--- config.mk ---
export PLATFORM = sky130hd
export DESIGN_NAME = serial_receiver
export DESIGN_NICKNAME = d
export VERILOG_FILES = /design/src/rtl/serial_receiver.sv
export SDC_FILE = /design/constraint.sdc
export NUM_CORES = 1
export LEC_CHECK = 0
export BUFFER_PORTS_ARGS = -buffer_cell sky130_fd_sc_hd__buf_2
export CORE_ASPECT_RATIO = 1.75
export CORE_MARGIN = 2
export CORE_UTILIZATION = 40
export DETAILED_ROUTE_END_ITERATION = 8
export GPL_ROUTABILITY_DRIVEN = 1
export HOLD_SLACK_MARGIN = 0.12
export MAX_ROUTING_LAYER = met4
export PLACE_DENSITY = 0.61
export SYNTH_ARGS = -nofsm -noshare
export SYNTH_HDL_FRONTEND = slang
export SYNTH_SLANG_ARGS = --single-unit
--- constraint.sdc ---
create_clock -name wb_clk -period 2.6 [get_ports wb_clk]
set_clock_uncertainty 0.05 [all_clocks]
set_input_delay 0 -clock wb_clk [delete_from_list [all_inputs] [get_ports wb_clk]]
set_output_delay 0 -clock wb_clk [all_outputs]
set_load 0.005 [all_outputs]
--- src/rtl/serial_receiver.sv ---
// Purpose: deserializes idle-high start/data/stop frames (LSB first) from rx into a FWFT word FIFO.
// Latency: word visible on data_out 2 + CLKS_PER_BIT/2 + (DATA_W+1)*CLKS_PER_BIT + 1 cycles after the rx fall.
// Backpressure: none on the line; a good word arriving while the FIFO is full and not popped is dropped with an overflow pulse.
// Option: define RX_PARITY_EN to expect an even-parity bit between the data bits and the stop bit.

// Purpose: generic synchronous FIFO, first-word-fall-through, simultaneous push/pop honoured even when full.
// Latency: a pushed word is visible on rd_dat the cycle after the push.
// Backpressure: wr_rdy low when full unless a pop is accepted in the same cycle.
module sync_fifo #(
    parameter int W     = 8,
    parameter int DEPTH = 4
) (
    input  logic                     core_clk,
    input  logic                     arst_n,
    input  logic                     wr_vld,
    input  logic [W-1:0]             wr_dat,
    output logic                     wr_rdy,
    output logic                     rd_vld,
    input  logic                     rd_rdy,
    output logic [W-1:0]             rd_dat,
    output logic [$clog2(DEPTH):0]   level
);
    localparam int PTR_W = $clog2(DEPTH);
    localparam int LVL_W = PTR_W + 1;
    localparam logic [LVL_W-1:0] LVL_FULL = LVL_W'(DEPTH);

    logic [W-1:0]     mem [DEPTH];
    logic [PTR_W-1:0] wr_ptr;
    logic [PTR_W-1:0] rd_ptr;
    logic             full;
    logic             push_ok;
    logic             pop_ok;

    // Handshake decode: a pop frees the slot the same cycle, so a full FIFO can still accept.
    always_comb begin
        full    = (level == LVL_FULL);
        rd_vld  = (level != '0);
        wr_rdy  = !full || (rd_rdy && rd_vld);
        push_ok = wr_vld && wr_rdy;
        pop_ok  = rd_rdy && rd_vld;
        rd_dat  = rd_vld ? mem[rd_ptr] : '0;
    end

    // Pointer and occupancy bookkeeping; pointers wrap naturally at DEPTH (power of two).
    always_ff @(posedge core_clk or negedge arst_n) begin
        if (!arst_n) begin
            wr_ptr <= '0;
            rd_ptr <= '0;
            level  <= '0;
        end else begin
            if (push_ok) wr_ptr <= wr_ptr + PTR_W'(1);
            if (pop_ok)  rd_ptr <= rd_ptr + PTR_W'(1);
            case ({push_ok, pop_ok})
                2'b10:   level <= level + LVL_W'(1);
                2'b01:   level <= level - LVL_W'(1);
                default: level <= level;
            endcase
        end
    end

    // Storage array; contents need no reset because rd_dat is masked while empty.
    always_ff @(posedge core_clk) begin
        if (push_ok) mem[wr_ptr] <= wr_dat;
    end
endmodule

module serial_receiver #(
    parameter int CLKS_PER_BIT = 16,
    parameter int DATA_W       = 8,
    parameter int FIFO_DEPTH   = 4
) (
    input  logic                          wb_clk,
    input  logic                          rst_n,
    input  logic                          rx,
    input  logic                          rd_en,
    output logic [DATA_W-1:0]             data_out,
    output logic                          valid,
    output logic [$clog2(FIFO_DEPTH):0]   count,
    output logic                          busy,
    output logic                          frame_err,
    output logic                          overflow,
    output logic                          parity_err
);
    localparam int CNT_W = $clog2(CLKS_PER_BIT);
    localparam int IDX_W = (DATA_W > 1) ? $clog2(DATA_W) : 1;
    localparam logic [CNT_W-1:0] HALF_LAST = CNT_W'(CLKS_PER_BIT / 2 - 1);
    localparam logic [CNT_W-1:0] BIT_LAST  = CNT_W'(CLKS_PER_BIT - 1);
    localparam logic [IDX_W-1:0] IDX_LAST  = IDX_W'(DATA_W - 1);

`ifdef RX_PARITY_EN
    typedef enum logic [2:0] {IDLE, START, DATA, PARITY, STOP} state_t;
`else
    typedef enum logic [2:0] {IDLE, START, DATA, STOP} state_t;
`endif

    state_t            state, state_nxt;
    logic [CNT_W-1:0]  cnt, cnt_nxt;
    logic [IDX_W-1:0]  idx, idx_nxt;
    logic [DATA_W-1:0] shreg, shreg_nxt;
    logic [1:0]        sync;
    logic              rxs;
    logic              push;
    logic              ferr_nxt;
    logic              perr_nxt;
    logic              par_ok;
    logic              fifo_wr_rdy;
`ifdef RX_PARITY_EN
    logic              par_bit, par_bit_nxt;
`endif

    assign rxs  = sync[1];
    assign busy = (state != IDLE);

    // Two-flop synchronizer for the asynchronous line; resets to idle-high.
    always_ff @(posedge wb_clk or negedge rst_n) begin
        if (!rst_n) sync <= 2'b11;
        else        sync <= {sync[0], rx};
    end

    // Frame FSM state, bit counter, bit index and shift register.
    always_ff @(posedge wb_clk or negedge rst_n) begin
        if (!rst_n) begin
            state <= IDLE;
            cnt   <= '0;
            idx   <= '0;
            shreg <= '0;
        end else begin
            state <= state_nxt;
            cnt   <= cnt_nxt;
            idx   <= idx_nxt;
            shreg <= shreg_nxt;
        end
    end

`ifdef RX_PARITY_EN
    // Captured parity bit, held until the stop-bit decision.
    always_ff @(posedge wb_clk or negedge rst_n) begin
        if (!rst_n) par_bit <= 1'b0;
        else        par_bit <= par_bit_nxt;
    end

    // Even parity: data bits plus parity bit must XOR to zero.
    always_comb begin
        par_ok = ~(^{shreg, par_bit});
    end
`else
    // No parity bit on the line, so every stop-bit-clean frame is good.
    always_comb begin
        par_ok = 1'b1;
    end
`endif

    // Next-state logic: count to mid-bit, sample rxs, advance through the frame.
    always_comb begin
        state_nxt = state;
        cnt_nxt   = cnt + CNT_W'(1);
        idx_nxt   = idx;
        shreg_nxt = shreg;
        push      = 1'b0;
        ferr_nxt  = 1'b0;
        perr_nxt  = 1'b0;
`ifdef RX_PARITY_EN
        par_bit_nxt = par_bit;
`endif
        case (state)
            IDLE: begin
                cnt_nxt = '0;
                if (!rxs) state_nxt = START;
            end
            START: begin
                // Half a bit in: confirm the start bit, otherwise treat it as a glitch.
                if (cnt == HALF_LAST) begin
                    cnt_nxt   = '0;
                    idx_nxt   = '0;
                    state_nxt = rxs ? IDLE : DATA;
                end
            end
            DATA: begin
                if (cnt == BIT_LAST) begin
                    cnt_nxt        = '0;
                    shreg_nxt[idx] = rxs;
                    if (idx == IDX_LAST) begin
`ifdef RX_PARITY_EN
                        state_nxt = PARITY;
`else
                        state_nxt = STOP;
`endif
                    end else begin
                        idx_nxt = idx + IDX_W'(1);
                    end
                end
            end
`ifdef RX_PARITY_EN
            PARITY: begin
                if (cnt == BIT_LAST) begin
                    cnt_nxt     = '0;
                    par_bit_nxt = rxs;
                    state_nxt   = STOP;
                end
            end
`endif
            STOP: begin
                // Framing error wins over parity error; only a clean frame is pushed.
                if (cnt == BIT_LAST) begin
                    cnt_nxt   = '0;
                    state_nxt = IDLE;
                    if (!rxs)        ferr_nxt = 1'b1;
                    else if (!par_ok) perr_nxt = 1'b1;
                    else             push     = 1'b1;
                end
            end
            default: begin
                state_nxt = IDLE;
                cnt_nxt   = '0;
            end
        endcase
    end

    // Registered one-cycle error pulses, aligned with the cycle valid would rise.
    always_ff @(posedge wb_clk or negedge rst_n) begin
        if (!rst_n) begin
            frame_err  <= 1'b0;
            parity_err <= 1'b0;
            overflow   <= 1'b0;
        end else begin
            frame_err  <= ferr_nxt;
            parity_err <= perr_nxt;
            overflow   <= push && !fifo_wr_rdy;
        end
    end

    sync_fifo #(
        .W     (DATA_W),
        .DEPTH (FIFO_DEPTH)
    ) u_rx_fifo (
        .core_clk (wb_clk),
        .arst_n   (rst_n),
        .wr_vld   (push),
        .wr_dat   (shreg_nxt),
        .wr_rdy   (fifo_wr_rdy),
        .rd_vld   (valid),
        .rd_rdy   (rd_en),
        .rd_dat   (data_out),
        .level    (count)
    );
endmodule
Word-level counts from Yosys, hierarchy flattened
Memory sizes are Yosys's and may differ from the RTL's. Cells that the tools add are included.

Add/sub/neg operators: 6. Magnitude comparators: 2. Eq/ne operators: 15. Muxes and demuxes: 29. Reductions and logical operators: 15.

Operator list (count): $mux W3 (8); $mux W8 (3); $ne A2 B2 Y1 const B (6); $pmux W3 S2 (2); $pmux W3 S4 (1); $mux W1 (9); $bwmux W8 (1); $mux W4 (2); $pmux W4 S2 (1); $add A3 B1 Y3 const B (2); $eq A3 B2 Y1 const B (2); $eq A3 B3 Y1 const B (2); $reduce_bool A3 Y1 (2); $reduce_and A5 Y1 (1); $add A2 B1 Y2 const B (2); $add A4 B1 Y4 const B (1); $eq A4 B3 Y1 const B (1); $eq A4 B4 Y1 const B (1); $logic_and A1 B1 Y1 (4); $lt A3 B4 Y1 const B (1); $reduce_and A4 Y1 (1); $reduce_bool A2 Y1 (2); $demux W1 S3 (1); $eq A3 B1 Y1 const B (1); 9 further kinds (10).

Register bits after elaboration: 29. Bits in writable memories: 32. Input port bits: 4. Memories: 1.

Memory list: u_rx_fifo.mem (depth 4, width 8, read ports 1, clocked after memory_dff 0, write ports 1, line 27) `logic [W-1:0] mem [DEPTH];`.

Depth between registers and ports, before layout
Gate-level depths: netlist (run 1).

Depth after elaboration: 7. Mapped depth: 11. Depth with buffers taken out: 9.

Cells and area by module
Synthesis (run 1) repeated with hierarchy kept, for this count alone.

Cell total of the unflattened synthesis: 180. Area, all modules: 2693.8 um2.

Modules (own cells, without submodules): sync_fifo (times used 1, cells each 90, area each 1644.1 um2, sequential area each 1136.1 um2); serial_receiver (times used 1, cells each 90, area each 1049.8 um2, sequential area each 528.0 um2).

Worst setup path before layout (run 1)
No wires, ideal clock.

Path type: register to register. From: register u_rx_fifo.level[2]. To: register u_rx_fifo.level[2]. Library setup time: 0.126 ns. Arrival time: 2.145 ns. Data required time: 2.424 ns. Setup slack: 0.279 ns. Cell stages (with the launch flop): 11. Buffers on the path: 2. Clock period less this slack: 2.321 ns. Path through: dfrtp_1 clkbuf_1 nor3_1 inv_1 clkbuf_1 nand2_1 nor2_1 fa_1 nand2b_1 o211a_1 a311o_1.

Longest elaborated chain between the ends: 6. Elaborated cells between the ends (all ways): 12. Those cells by class: 2 x add/sub; 3 x eq/ne; 1 x mux; 6 x reduce/logical.

Ends and longest elaborated chain: from (decl) (line 21) `output logic [$clog2(DEPTH):0] level`; from (signal assigned) (line 54) `2'b10: level <= level + LVL_W'(1);`; from (signal assigned) (line 55) `2'b01: level <= level - LVL_W'(1);`; from (signal assigned) (line 56) `default: level <= level;`; $reduce_bool A3 Y1 * (line 37) `rd_vld = (level != '0);`; net valid (line 77) `output logic valid,`; $logic_and A1 B1 Y1 * (line 38, 40); $logic_or A1 B1 Y1 (line 38) `wr_rdy = !full || (rd_rdy && rd_vld);`; $logic_and A1 B1 Y1 (line 39) `push_ok = wr_vld && wr_rdy;`; $eq A2 B1 Y1 or $eq A2 B2 Y1 (tied branches) (line 53) `case ({push_ok, pop_ok})`; $pmux W3 S2 or $reduce_bool A2 Y1 (tied branches).

The timed path passes the listed nets; every way through them passes the cells marked *. A chain may end at the register's enable or synchronous reset.

Worst setup path after layout (run 1)
From: register cnt[0]. To: register u_rx_fifo.level[2].

Longest elaborated chain between the ends: 6. Elaborated cells between the ends (all ways): 8. Those cells by class: 3 x eq/ne; 3 x mux; 2 x reduce/logical.

Ends and longest elaborated chain: from (decl) (line 97) `logic [CNT_W-1:0] cnt, cnt_nxt;`; from (signal assigned) (line 129) `cnt <= cnt_nxt;`; $eq A4 B4 Y1 * (line 204) `if (cnt == BIT_LAST) begin`; $mux W1 * (line 204); $mux W1 * (line 165) `case (state)`; $logic_and A1 B1 Y1 * (line 39); $eq A2 B1 Y1 or $eq A2 B2 Y1 (tied branches) (line 53); $pmux W3 S2 or $reduce_bool A2 Y1 (tied branches).

Every way passes the cells marked *; elsewhere a longest branch is shown, timed or not.

==> impl.org, run 1 <==
** Run status
- Result of the run :: finished clean

** Worst hold path
- Class of the most critical hold timing path :: primary input to asynchronous set/reset pin

** Critical path
- Slowest stage delay, CP :: between 0.3 and 0.4 ns
- Counting cells, the worst reg-to-reg path comes to 8.
- STA classifies the critical path startpoint as a flop.
- The setup path with the least slack is of type flop to flop.
- In this run the worst path has a maximum fanout of 7.
- The worst register-to-register path ends at u_rx_fifo.level[2].
- STA puts the critical path data required time at 2.75 ns.
- Critical path data arrival time :: ~2.6 ns
- Reg-to-reg critical path startpoint :: cnt[0]
- Worst setup slack for register-to-register paths :: approximately 0.20 ns
- Ordered cell list for the critical path :: ha_1, and3_1, and2_4, nor2_1, fa_1, nand2b_1, o211a_1, a311o_1
- The worst setup path is captured at a flop.
- CP max-delay cell :: sky130_fd_sc_hd__fa_1

** Timing
- The worst path uses ~90% of the clock period.
- Final period demand of the worst path :: around 2.4 ns
- Fmax achieved :: around 420 MHz
- Setup TNS :: 0 ns
- Number of setup violations in the final report :: 0
- Transition time of the tightest slew-check pin :: around 0.63 ns
- Hold is met by 0.180 ns.
- RSZ-0062 raised after global routing :: no
- Max-slew violations :: 0
- The final hold violation count was 0.
- The worst pin sits at a relative slew slack of between 50% and 60%.

** Logic synthesis
- EDFF count, synth :: 32
- Post-synthesis instance total :: about 200
- During synthesis, Yosys emitted a total of 0 warnings.
- Synth Flop Type :: sky130_fd_sc_hd__edfxtp_1
- Yosys mapped the design onto 43 distinct sky130hd cell types.
- Of the post-synthesis cell area, the dominant cell type holds approximately a third.
- Ranked by total cell area, the synthesized netlist is headed by sky130_fd_sc_hd__edfxtp_1 (35%), sky130_fd_sc_hd__dfrtp_1 (24%), sky130_fd_sc_hd__mux4_2 (6.6%), sky130_fd_sc_hd__mux2_2 (4.1%), sky130_fd_sc_hd__and2_1 (3.2%).
- The largest total area in the synthesized netlist belongs to sky130_fd_sc_hd__edfxtp_1.
- Sequential cells were found to cover 61.1% of the synthesized design area.
- For this run, asynchronously set or reset flops after synthesis account for a little under half.
- In this run, synthesis produced a sequential element count of 60.
- The number of nets in the synthesized netlist is about 210.
- Area of the mapped netlist :: about 2700 µm²
- A synthesized cell averages 13.9 µm².

** Route
- The routed layout has about 1.6k vias.
- Average wire length per cell after detail routing :: 14.9 µm
- The routed design has roughly 4.6 mm of wire.
- The pre-antenna-repair detailed-routing pass consisted of 4 iterations.
- In this run, the number of DRC markers left after iteration 0 of detailed routing was 39.
- Routed vias/inst :: 5.07
- The count of nets left with antenna violations once routing finished came out at 0.
- In the routed design, unresolved DRC markers number 0.

** Power
- Power spread over the standard cell area amounts to about 1100 nW/µm².
- Reported leakage power :: roughly 0.0014 µW
- Highest ir drop seen on vdd :: 529 µV

** Final layout
- Fraction of final layout cells sized beyond drive strength 1 :: about a quarter
- Counting the fill cells in the layout gives between 500 and 600.
- The net count of the finished layout is about 240.
- 0 antenna diodes ended up in the layout.
- Compared with the post-synthesis result, the final layout area differs by 19.8%.

** Floorplanning
- Horizontal die dimension :: around 66 µm
- 20 I/O pins were placed.
- Height of the die :: 113 µm
- Number of core rows :: 39
- Die Footprint :: 7510 µm²
- Core box area :: roughly 6500 µm²
- Initial Util :: approximately two fifths

** Flow run
- Across the run, the number of max-cap violations was 0.

** CTS
- Clock tree synthesis found a total of 60 sinks.
- For this design, the CTS-stage hold fixing added 3 buffers.
- TritonCTS built the clock tree.
- Buffers added to address setup during post-CTS repair amount to 0.
- The clock passes through at most 2 buffers.
- Number of gates resized after cts :: 0
- Clock-pin transition on the worst setup and hold timing paths :: 0.05 ns
- Clock buffers created by TritonCTS :: 9
- Worst skew pair latency :: approximately 0.32 ns
- Buffer cell driving the clock tree root :: sky130_fd_sc_hd__clkbuf_16
- Maximum level of the CTS H-tree :: 3

** Global routing
- Global Route Usage Sum :: 14.9%
- Total congestion overflow :: 0
- Entering global routing, the biggest net connects 29 pins.
- The number of global-route vias before repair was 1672.
- Wire length of the first global-routing pass :: 7.89 mm
- The initial antenna violation count came to 0.

** Placed design
- GPL Wtd Cong :: around 0.8
- DP Wirelength :: 3.29 mm
- During placement, the flow inserted port buffers numbering 18.
[metal layers]
metal	global-route usage (%)	share of wire [%]	vias to the layer above
met5	-	0	-
met2	25.9	57	24
met1	14.4	37	777
met3	4.47	2.8	8
met4	7.35	2.9	0
li1	-	-	768
[registers in the layout (all words and copies together) (netlist names)]
register,flops
cnt,4
sync,2
u_rx_fifo.mem,32
overflow,1
u_rx_fifo.rd_ptr,2
u_rx_fifo.wr_ptr,2
state,2
shreg,8
frame_err,1
idx,3
u_rx_fifo.level,3
[cell type report]
type,count,area (µm²),area share (%)
clock inverter,5,100,3.07
multi-input combinational,114,948,29.1
tap,82,103,3.15
sequential,60,1660,51.0
inverter,11,41.3,1.27
clock buffer,11,233,7.13
timing repair buffer,28,173,5.29
[critical path: cells and delay by family, from the launching register on]
| family | cells | cell delay (ns) |
|---|---|---|
| flops | 1 | 0.36 |
| compound gates | 2 | 0.53 |
| fa+ha+maj | 2 | 0.61 |
| simple gates | 4 | 0.71 |
[worst max-delay path by stage]
stage / endpoint / depth (start not counted) / slack, ns / start
global placement: u_rx_fifo.level[2] / 8 / 0.30 / cnt[0]
CTS: u_rx_fifo.level[2] / 8 / 0.21 / cnt[0]
detailed placement: u_rx_fifo.level[2] / 8 / 0.22 / cnt[0]
global route: u_rx_fifo.level[2] / 8 / 0.06 / cnt[0]
finish: u_rx_fifo.level[2] / 8 / 0.20 / cnt[0]
floorplan: u_rx_fifo.level[2] / 10 / 0.28 / u_rx_fifo.level[2]
[placed cells by master, fill, tap and decap left out, drive strengths merged, types with 2 or more instances in the layout]
cell / instances
a21oi: 4
clkbuf: 11
bufinv: 3
dfrtp: 26
dfstp: 2
clkinv: 2
dlygate4sd3: 3
and2: 15
o21ai: 3
nand2b: 4
nand4: 2
xnor2: 4
buf: 25
nand3: 8
mux2i: 3
nand2: 8
mux2: 10
mux4: 8
edfxtp: 32
nor3: 7
nand3b: 2
nor2: 4
ha: 7
a31oi: 2
inv: 11
o211ai: 3
and3: 4
[stage by stage]
step	total power [µW]	area (µm²)	util [%]	setup slack (ns)	cells
final	3460	3260	49.9	0.198	311
after detailed placement	2160	2900	44.3	0.222	292
after floorplan	1890	2720	-	0.279	196
after CTS	3500	3260	49.9	0.213	311
after global routing	3660	3260	49.9	0.0647	311
after global placement	2150	2900	44.3	0.300	292
[report_power, final]
group	internal [µW]	leakage [µW]	switching (µW)
Sequential	1110	0.000675	155
Clock	932	0.000163	394
Combinational	465	0.000558	404
[kinds of logic (layout without fill, tap and decap cells)]
family | count (synthesis) | count (layout) | share of synthesized area [%]
compound gates | 21 | 21 | 5.47
mux | 21 | 21 | 11.9
xor+xnor | 5 | 5 | 1.61
other cells | 1 | 1 | 0.138
simple gates | 58 | 58 | 11.8
buf+inv | 22 | 55 | 4.09
flops | 60 | 60 | 61.1
fa+ha+maj | 8 | 8 | 3.95
[cell usage after synthesis, types with 5 or more instances]
master / number
sky130_fd_sc_hd__ha_1: 7
sky130_fd_sc_hd__mux2_2: 10
sky130_fd_sc_hd__edfxtp_1: 32
sky130_fd_sc_hd__nor3_1: 7
sky130_fd_sc_hd__dfrtp_1: 26
sky130_fd_sc_hd__nand3_1: 8
sky130_fd_sc_hd__nand2_1: 8
sky130_fd_sc_hd__mux4_2: 8
sky130_fd_sc_hd__clkbuf_1: 5
sky130_fd_sc_hd__and2_1: 14
sky130_fd_sc_hd__inv_1: 11
(Power assumes the default switching activity.)
==> inputs of run 2 (changes only) <==
--- a/config.mk
+++ b/config.mk
@@ -6,6 +6,8 @@
 export NUM_CORES = 1
 export LEC_CHECK = 0
 export BUFFER_PORTS_ARGS = -buffer_cell sky130_fd_sc_hd__buf_2
+export CELL_PAD_IN_SITES_DETAIL_PLACEMENT = 1
+export CELL_PAD_IN_SITES_GLOBAL_PLACEMENT = 1
 export CORE_ASPECT_RATIO = 1.75
 export CORE_MARGIN = 2
 export CORE_UTILIZATION = 40
@@ -13,7 +15,7 @@
 export GPL_ROUTABILITY_DRIVEN = 1
 export HOLD_SLACK_MARGIN = 0.12
 export MAX_ROUTING_LAYER = met4
-export PLACE_DENSITY = 0.61
+export PLACE_DENSITY = 0.7
 export SYNTH_ARGS = -nofsm -noshare
 export SYNTH_HDL_FRONTEND = slang
 export SYNTH_SLANG_ARGS = --single-unit
==> run 2 against run 1 <==
- fmax is 0.18% lower
- critical endpoint unchanged
- cell count is the same
- total power down 7.0%
- wire length is 10% higher
- largest cell class unchanged
- sequential share of layout area rose by 0.98 points
==> impl.org, run 2 (same netlist as run 1, synthesis figures left out) <==
** Worst hold path
- The tightest min-delay check is of the primary input to asynchronous set/reset pin type.

** Floorplanning
- Core box area :: 6540 µm² (unchanged)
- The number of top-level pins is 20 (unchanged).
- Height of the die :: 113 µm (unchanged)
- Number of core rows :: 39 (unchanged)
- The starting density of the core is 41.7% (unchanged).
- The die boundary width came to 66.4 µm (unchanged).
- The floorplan die area came to 7510 µm² (unchanged).

** CTS
- The number of levels in the clock H-tree is 3 (unchanged).
- The tree is rooted in a sky130_fd_sc_hd__clkbuf_16.
- CTS tree :: built
- Clock buffers created by TritonCTS :: 9 (unchanged)
- Number of buffers between clock root and the deepest sink :: 2 (unchanged)
- # clock sinks :: 60 (unchanged)
- The buffer count from post-CTS setup fixing was 0 (unchanged).
- The quantity of gates resized following cts came to 0 (unchanged).
- The clock-pin transition on the worst setup and hold timing paths was 0.05 ns (about the same).
- The clock insertion delay at the later pin of the skew report is 0.33 ns (about the same).

** Power
- Internal power of the cells :: 2240 µW (-11%)
- The total leakage power is 0.00136 µW (-2.5%).
- The power density over the cells came to 1010 nW/µm² (-5.2%).
- The sequential share of power is 39.3% (+2.7 points).
- Sw Ratio :: 30.3% (+2.7 points)
- The largest vdd supply drop is 458 µV (-13%).
- The portion of total power attributed to the clock network came to 33.1% (-5.2 points).
- The share of total power in combinational logic is 27.6% (+2.5 points).
- The power spent charging and discharging nets is 975 µW (+2.3%).

** Critical path
- CP max FO :: 7 (unchanged)
- STA classifies the critical path endpoint as a flop.
- Ordered cell list for the critical path :: ha_1, and3_1, and2_4, nor2_1, fa_1, nand2b_1, o211a_1, a311o_1
- Critical path class :: flop to flop
- The slowest stage of the critical path belongs to the cell sky130_fd_sc_hd__fa_1.
- Cell family with the largest share of critical-path delay :: simple AND/OR/NAND/NOR gates
- Kind of start point of the critical path :: flop
- The count of buffer and inverter cells on the critical path was 0 (unchanged).
- Critical path data arrival time :: 2.57 ns (+0.02 ns)
- The maximum single-stage delay on the critical path came to 0.40 ns (about the same).
- The worst path required time is 2.76 ns (about the same).

** Run status
- The run finished with clean final reports.

** Timing
- Endpoints failing hold :: 0 (unchanged)
- Worst slew margin relative to its limit :: 57.2% (-0.62 points)
- The setup-violating endpoint count in the final report is 0 (unchanged).
- Setup TNS :: 0 ns (unchanged)
- The final max-slew violation count is 0 (unchanged).
- Final period demand of the worst path :: 2.41 ns (+0.00434 ns)
- RSZ-0062 raised after global routing :: no
- Transition time of the tightest slew-check pin :: 0.642 ns (+0.00931 ns)
- The part of the cycle the worst path needs was 92.5% (+0.17 points).
- The worst slack on hold paths is 0.182 ns (+0.00177 ns).
- The achievable frequency came to 416 MHz (-0.18%).

** Final layout
- The number of inserted diodes is 0 (unchanged).
- Fillers :: 687 (+18%)
- Register ranked first by flip-flop count :: u_rx_fifo.mem
- Fraction of final layout cells sized beyond drive strength 1 :: 26.6% (unchanged)
- Biggest regs :: u_rx_fifo.mem x32, shreg x8, cnt x4
- # nets final :: 236 (unchanged)
- Leaving out fill and tap cells, the most frequent cell in the layout is sky130_fd_sc_hd__edfxtp_1.
- In the layout the commonest cells are sky130_fd_sc_hd__edfxtp_1 (32), sky130_fd_sc_hd__dfrtp_1 (26), sky130_fd_sc_hd__buf_2 (18), sky130_fd_sc_hd__and2_1 (14), sky130_fd_sc_hd__inv_1 (11).
- The number of flip-flops under the largest register name was 32 (unchanged).
- From synthesis to final layout, the design area changed by 17.5%.

** Flow run
- The count of maximum capacitance violations was 0 (unchanged).

** Route
- Remaining routing DRC violations :: 0 (unchanged)
- Routed vias/inst :: 5.16 (+1.8%)
- Average wire length per cell after detail routing :: 16.4 µm (+10%)
- Final routed wirelength across all metal layers :: 5.10 mm (+10%)
- Vias :: 1605 (+1.8%)
- The residual antenna-violating net count after detailed routing was 0 (unchanged).
- The violation count after the first detailed-route iteration came to 15 (-62%).
- Number of search-and-repair iterations in the first detailed-routing pass :: 4 (unchanged)

** Global routing
- Total congestion overflow :: 0 (unchanged)
- Wire length of the first global-routing pass :: 8.57 mm (+8.7%)
- Global Route Usage Sum :: 16.3% (+1.4 points)
- The number of global-route vias before repair is 1708 (+2.2%).
- Maximum number of pins on one net before global-route repair :: 29 (unchanged)
- Number of antenna violations at the first check in global routing :: 0 (unchanged)

** Placed design
- GPL Wtd Cong :: 0.803 (+2.2%)
- DP Wirelength :: 3.58 mm (+8.6%)
- Count of port buffers added during placement :: 18 (unchanged)
[run 2: changes by cell type in the layout (fill, tap and decap cells not counted)]
cell                         change
sky130_fd_sc_hd__clkinvlp_4      +2
sky130_fd_sc_hd__clkbuf_8        +1
sky130_fd_sc_hd__bufinv_16       -3
[run 2: cell type report]
class / count / area [µm²] / area share [%]
clock buffers: 12 / 246 / 7.70
clock inverters: 4 / 25.0 / 0.782
inverters: 11 / 41.3 / 1.29
multi-input cells: 114 / 948 / 29.6
flip-flops and latches: 60 / 1660 / 52.0
well taps: 82 / 103 / 3.21
repair buffers: 28 / 173 / 5.39
[run 2: through the flow]
step	setup slack (ns)	area (µm²)	power [µW]	std cells	utilization [%]
floorplan	0.279	2720	1890	196	-
global placement	0.285	2900	2160	292	44.3
detailed placement	0.201	2900	2180	292	44.3
CTS	0.178	3200	3270	311	48.9
global route	0.0586	3200	3410	311	48.9
finish	0.194	3200	3220	311	48.9
[run 2: path summary, 6_finish.rpt]
path	from	end	slack [ns]	depth (start not counted)
max	cnt[0]	u_rx_fifo.level[2]	0.19	8
min	rst_n	cnt[2]	0.18	2
max reg2reg	cnt[0]	u_rx_fifo.level[2]	0.19	8
min reg2reg	sync[0]	sync[1]	0.31	0
max in group asynchronous	rst_n	frame_err	1.89	2
min in group wb_clk	rx	sync[0]	0.26	2
[run 2: worst register-to-register path, delay by kind of cell (launching register included)]
kind / cells / cell delay (ns)
AOI/OAI and AO/OA: 2 / 0.52
adders and majority gates: 2 / 0.63
DFF: 1 / 0.38
and+or+nand+nor: 4 / 0.72
[run 2: per-layer routing]
metal / GRT usage [%] / vias to the layer above / wire length, µm
met5: - / - / 0
met4: 7.35 / 0 / 105
met3: 4.47 / 6 / 142
met2: 28.1 / 21 / 2980
met1: 16.8 / 813 / 1870
li1: - / 765 / -
[run 2: repair_timing]
item,CTS,global route
endpoints found under the hold margin,33,0
setup endpoints to repair,0,0
hold buffers,3,0
[run 2: power groups by stage]
stage	registers, µW	logic, µW	clock network, µW
CTS	1270	906	1090
global placement	1280	880	0
global route	1290	1000	1120
detailed placement	1290	890	0
finish	1270	887	1070
floorplan	1200	693	0
==> inputs of run 3 (changes only) <==
--- a/config.mk
+++ b/config.mk
@@ -5,6 +5,7 @@
 export SDC_FILE = /design/constraint.sdc
 export NUM_CORES = 1
 export LEC_CHECK = 0
+export ABC_AREA = 1
 export BUFFER_PORTS_ARGS = -buffer_cell sky130_fd_sc_hd__buf_2
 export CELL_PAD_IN_SITES_DETAIL_PLACEMENT = 1
 export CELL_PAD_IN_SITES_GLOBAL_PLACEMENT = 1
@@ -15,7 +16,7 @@
 export GPL_ROUTABILITY_DRIVEN = 1
 export HOLD_SLACK_MARGIN = 0.12
 export MAX_ROUTING_LAYER = met4
-export PLACE_DENSITY = 0.7
+export PLACE_DENSITY = 0.73
 export SYNTH_ARGS = -nofsm -noshare
 export SYNTH_HDL_FRONTEND = slang
 export SYNTH_SLANG_ARGS = --single-unit
==> run 3 against run 2 <==
- setup slack improved by 0.26 ns
- total power up 11%
- fmax grew 12%
- critical path type unchanged
- critical path depth shrank 3
- cell count is 23% higher
- non-clock buffer count decreased by 7
- clock power grew 10%
- combinational power is 20% higher
- global-route usage up 3.3 points
- design area increased by 0.90%
==> impl.org, run 3 <==
** Worst hold path
- Class of the most critical hold timing path :: primary input to asynchronous set/reset pin

** Global routing
- The initial antenna violation count came to 0 (unchanged).
- The wire length of the first global-routing pass was 10.3 mm (+20%).
- The number of global-route vias before repair is 2083 (+22%).
- Global Route Usage Sum :: 19.6% (+3.3 points)
- Total congestion overflow :: 0 (unchanged)
- The largest net degree at the start of global routing came to 29 (unchanged).

** Timing
- The summed negative setup slack over all endpoints was 0 ns (unchanged).
- Setup repair after global routing left no endpoint under its margin.
- The achievable frequency came to 466 MHz (+12%).
- Transition time of the tightest slew-check pin :: 0.683 ns (+0.0416 ns)
- Max-slew violations :: 0 (unchanged)
- Final Hold Slack :: 0.190 ns (+0.00814 ns)
- The setup-violating endpoint count in the final report is 0 (unchanged).
- The headroom to the max-slew limit came to 54.3% (-2.9 points).
- The minimum clock period after layout came to 2.15 ns (-0.260 ns).
- Tcrit/Tclk final :: 82.6% (-10 points)
- Endpoints failing hold :: 0 (unchanged)

** Logic synthesis
- The sequential cell area fraction in the yosys report is 60.9% (-0.20 points).
- Ranked by total cell area, the synthesized netlist is headed by sky130_fd_sc_hd__edfxtp_1 (35%), sky130_fd_sc_hd__dfrtp_1 (24%), sky130_fd_sc_hd__nor2_1 (7.1%), sky130_fd_sc_hd__inv_1 (5.4%), sky130_fd_sc_hd__o21ai_0 (4.9%).
- The total number of yosys warnings came to 0 (unchanged).
- Post-synthesis cell type count :: 32 (-26%)
- Flip-flop and latch count after synthesis :: 60 (unchanged)
- Largest area contributor in the netlist :: sky130_fd_sc_hd__edfxtp_1
- The cell area after synthesis was 2730 µm² (+0.32%).
- EDFF count, synth :: 32 (unchanged)
- Post-synthesis instance total :: 270 (+38%)
- Cell with the most instances after synthesis :: sky130_fd_sc_hd__nor2_1
- Synthesized net count :: 282 (+36%)
- The fraction of registers with async set/reset came to 46.7% (unchanged).
- In the synthesized netlist the dominant register cell turns out to be sky130_fd_sc_hd__edfxtp_1.
- The mean post-synth cell area is 10.1 µm² (-27%).
- Portion of synthesized cell area occupied by the leading cell type :: 35.2% (-0.11 points)
- Most frequent cells after synthesis :: sky130_fd_sc_hd__nor2_1 (52), sky130_fd_sc_hd__inv_1 (39), sky130_fd_sc_hd__edfxtp_1 (32), sky130_fd_sc_hd__nand2_1 (32), sky130_fd_sc_hd__o21ai_0 (27)

** Flow run
- Number of max-cap violations :: 0 (unchanged)

** CTS
- The number of hold buffers added after CTS was 3 (unchanged).
- The buffer count from post-CTS setup fixing is 0 (unchanged).
- CTS tree :: built
- Buffer cell driving the clock tree root :: sky130_fd_sc_hd__clkbuf_16
- Clock buffers created by TritonCTS :: 9 (unchanged)
- The clock insertion delay at the later pin of the skew report was 0.32 ns (about the same).
- The quantity of gates resized following cts is 0 (unchanged).
- The number of levels in the clock H-tree is 3 (unchanged).
- The sink count of the clock tree is 60 (unchanged).
- The clock-pin transition on the worst setup and hold timing paths is 0.05 ns (about the same).
- Number of buffers between clock root and the deepest sink :: 2 (unchanged)

** Placed design
- The HPWL after detailed placement was 4.59 mm (+28%).
- GPL Wtd Cong :: 0.762 (-5.0%)
- The quantity of I/O buffers inserted on ports was 18 (unchanged).

** Critical path
- The maximum fanout along the worst path came to 8 (+1).
- Data required time at the worst endpoint :: 2.50 ns (-0.26 ns)
- The data arrival at the endpoint of the critical path was 2.05 ns (-0.52 ns).
- The worst setup path is launched from a flop.
- Setup crit end kind :: flop
- Critical path class :: flop to flop

** Route
- The total wire length was 6.21 mm (+22%).
- Remaining routing DRC violations :: 0 (unchanged)
- The total via count in the routed design came to 1885 (+17%).
- Number of search-and-repair iterations in the first detailed-routing pass :: 4 (unchanged)
- Average wire length per cell after detail routing :: 16.2 µm (-1.1%)
- Routed vias/inst :: 4.92 (-4.6%)
- Remaining antenna violation count :: 0 (unchanged)
- Starting DRC count in detailed routing :: 34 (+19)

** Floorplanning
- Height of the die :: 113 µm (+0.15%)
- Io pins :: 20 (unchanged)
- The die boundary width was 66.5 µm (+0.15%).
- Number of core rows :: 39 (unchanged)
- The core footprint was 6590 µm² (+0.75%).
- The starting density of the core came to 41.5% (-0.18 points).
- The floorplan die area came to 7530 µm² (+0.31%).

** Final layout
- Commonest cells after routing, fill and taps aside :: sky130_fd_sc_hd__nor2_1 (52), sky130_fd_sc_hd__inv_1 (39), sky130_fd_sc_hd__nand2_1 (32), sky130_fd_sc_hd__edfxtp_1 (32), sky130_fd_sc_hd__o21ai_0 (27)
- Fraction of final layout cells sized beyond drive strength 1 :: 17.9% (-8.7 points)
- Fillers :: 741 (+7.9%)
- # nets final :: 308 (+31%)
- The number of inserted diodes was 0 (unchanged).
- The number of flip-flops under the largest register name is 32 (unchanged).
- Syn-to-layout area delta :: 18.2%
- The register with the most flip-flops in the final layout is u_rx_fifo.mem.
- The library cell used most frequently in the layout, excluding fill and tap cells, is sky130_fd_sc_hd__nor2_1.
- In the final layout, the registers with the most flip-flops are u_rx_fifo.mem x32, shreg x8, cnt x4.

** Power
- The total leakage power came to 0.00153 µW (+13%).
- The power density over the cells is 1110 nW/µm² (+10%).
- Highest ir drop seen on vdd :: 595 µV (+30%)

** Run status
- The run finished with clean final reports.
## run 3: cell types whose count changed in the layout (fill, tap and decap cells not counted), sizes merged, moves of 10 or more
cell   change
o21ai     +27
inv       +32
and2      -15
nand2     +28
mux2      -10
nor2      +52
## run 3: worst max-delay path, stage by stage, from the launching register on
cell and delay (ns):
sky130_fd_sc_hd__dfrtp_1 0.37, sky130_fd_sc_hd__ha_1 0.26, sky130_fd_sc_hd__nand3_4 0.16, sky130_fd_sc_hd__nor2_4 0.17, sky130_fd_sc_hd__nand2_1 0.18, sky130_fd_sc_hd__nor2_1 0.58
## run 3: cell type report
type / instances / area [µm²] / share of cell area (%)
clock buffer: 12 / 256 / 7.94
multi-input combinational: 161 / 877 / 27.2
clock inverter: 4 / 47.5 / 1.47
sequential: 60 / 1660 / 51.5
tap: 82 / 103 / 3.18
inverter: 43 / 161 / 5.00
timing repair buffer: 21 / 120 / 3.72
## run 3: power breakdown
part | internal (µW) | total [µW] | leakage (µW) | switching (µW)
Combinational | 402 | 1060 | 0.000694 | 657
Clock | 789 | 1180 | 0.000149 | 392
Sequential | 1140 | 1330 | 0.000690 | 189
## run 3: cells by family (layout without fill, tap and decap cells)
group,count (synthesis),after routing,synth area share (%)
other,1,1,0.137
xor gates and xnor gates,4,4,1.28
adders and majority gates,8,8,3.94
DFF,60,60,60.9
AOI/OAI and AO/OA,44,44,8.56
and+or+nand+nor,104,104,18.2
buffers and inverters,49,80,7.01
## run 3: through the flow
step	setup WS [ns]	std cells	util, %	area (µm²)	total power [µW]
after floorplan	0.737	270	-	2730	2050
after global placement	0.548	364	44.0	2900	2380
after detailed placement	0.418	364	44.0	2900	2420
after CTS	0.387	383	49.0	3230	3640
after global routing	0.266	383	49.0	3230	3840
final	0.454	383	49.0	3230	3570
## run 3: layer usage
metal	vias to the layer above	track usage (%)	share of wire (%)
met5	-	-	0
li1	919	-	-
met3	11	4.67	2.3
met2	27	36.9	61
met1	928	17.8	34
met4	0	8.30	2.5
## run 3: worst paths after layout
kind | slack (ns) | endpoint | cells after the start | from
worst max-delay path | 0.45 | u_rx_fifo.mem[3][4] | 5 | cnt[0]
worst min-delay path | 0.19 | idx[2] | 2 | rst_n
worst max register to register | 0.45 | u_rx_fifo.mem[3][4] | 5 | cnt[0]
worst min register to register | 0.32 | sync[1] | 0 | sync[0]
max in group asynchronous | 1.88 | u_rx_fifo.level[1] | 2 | rst_n
min in group wb_clk | 0.27 | sync[0] | 2 | rx
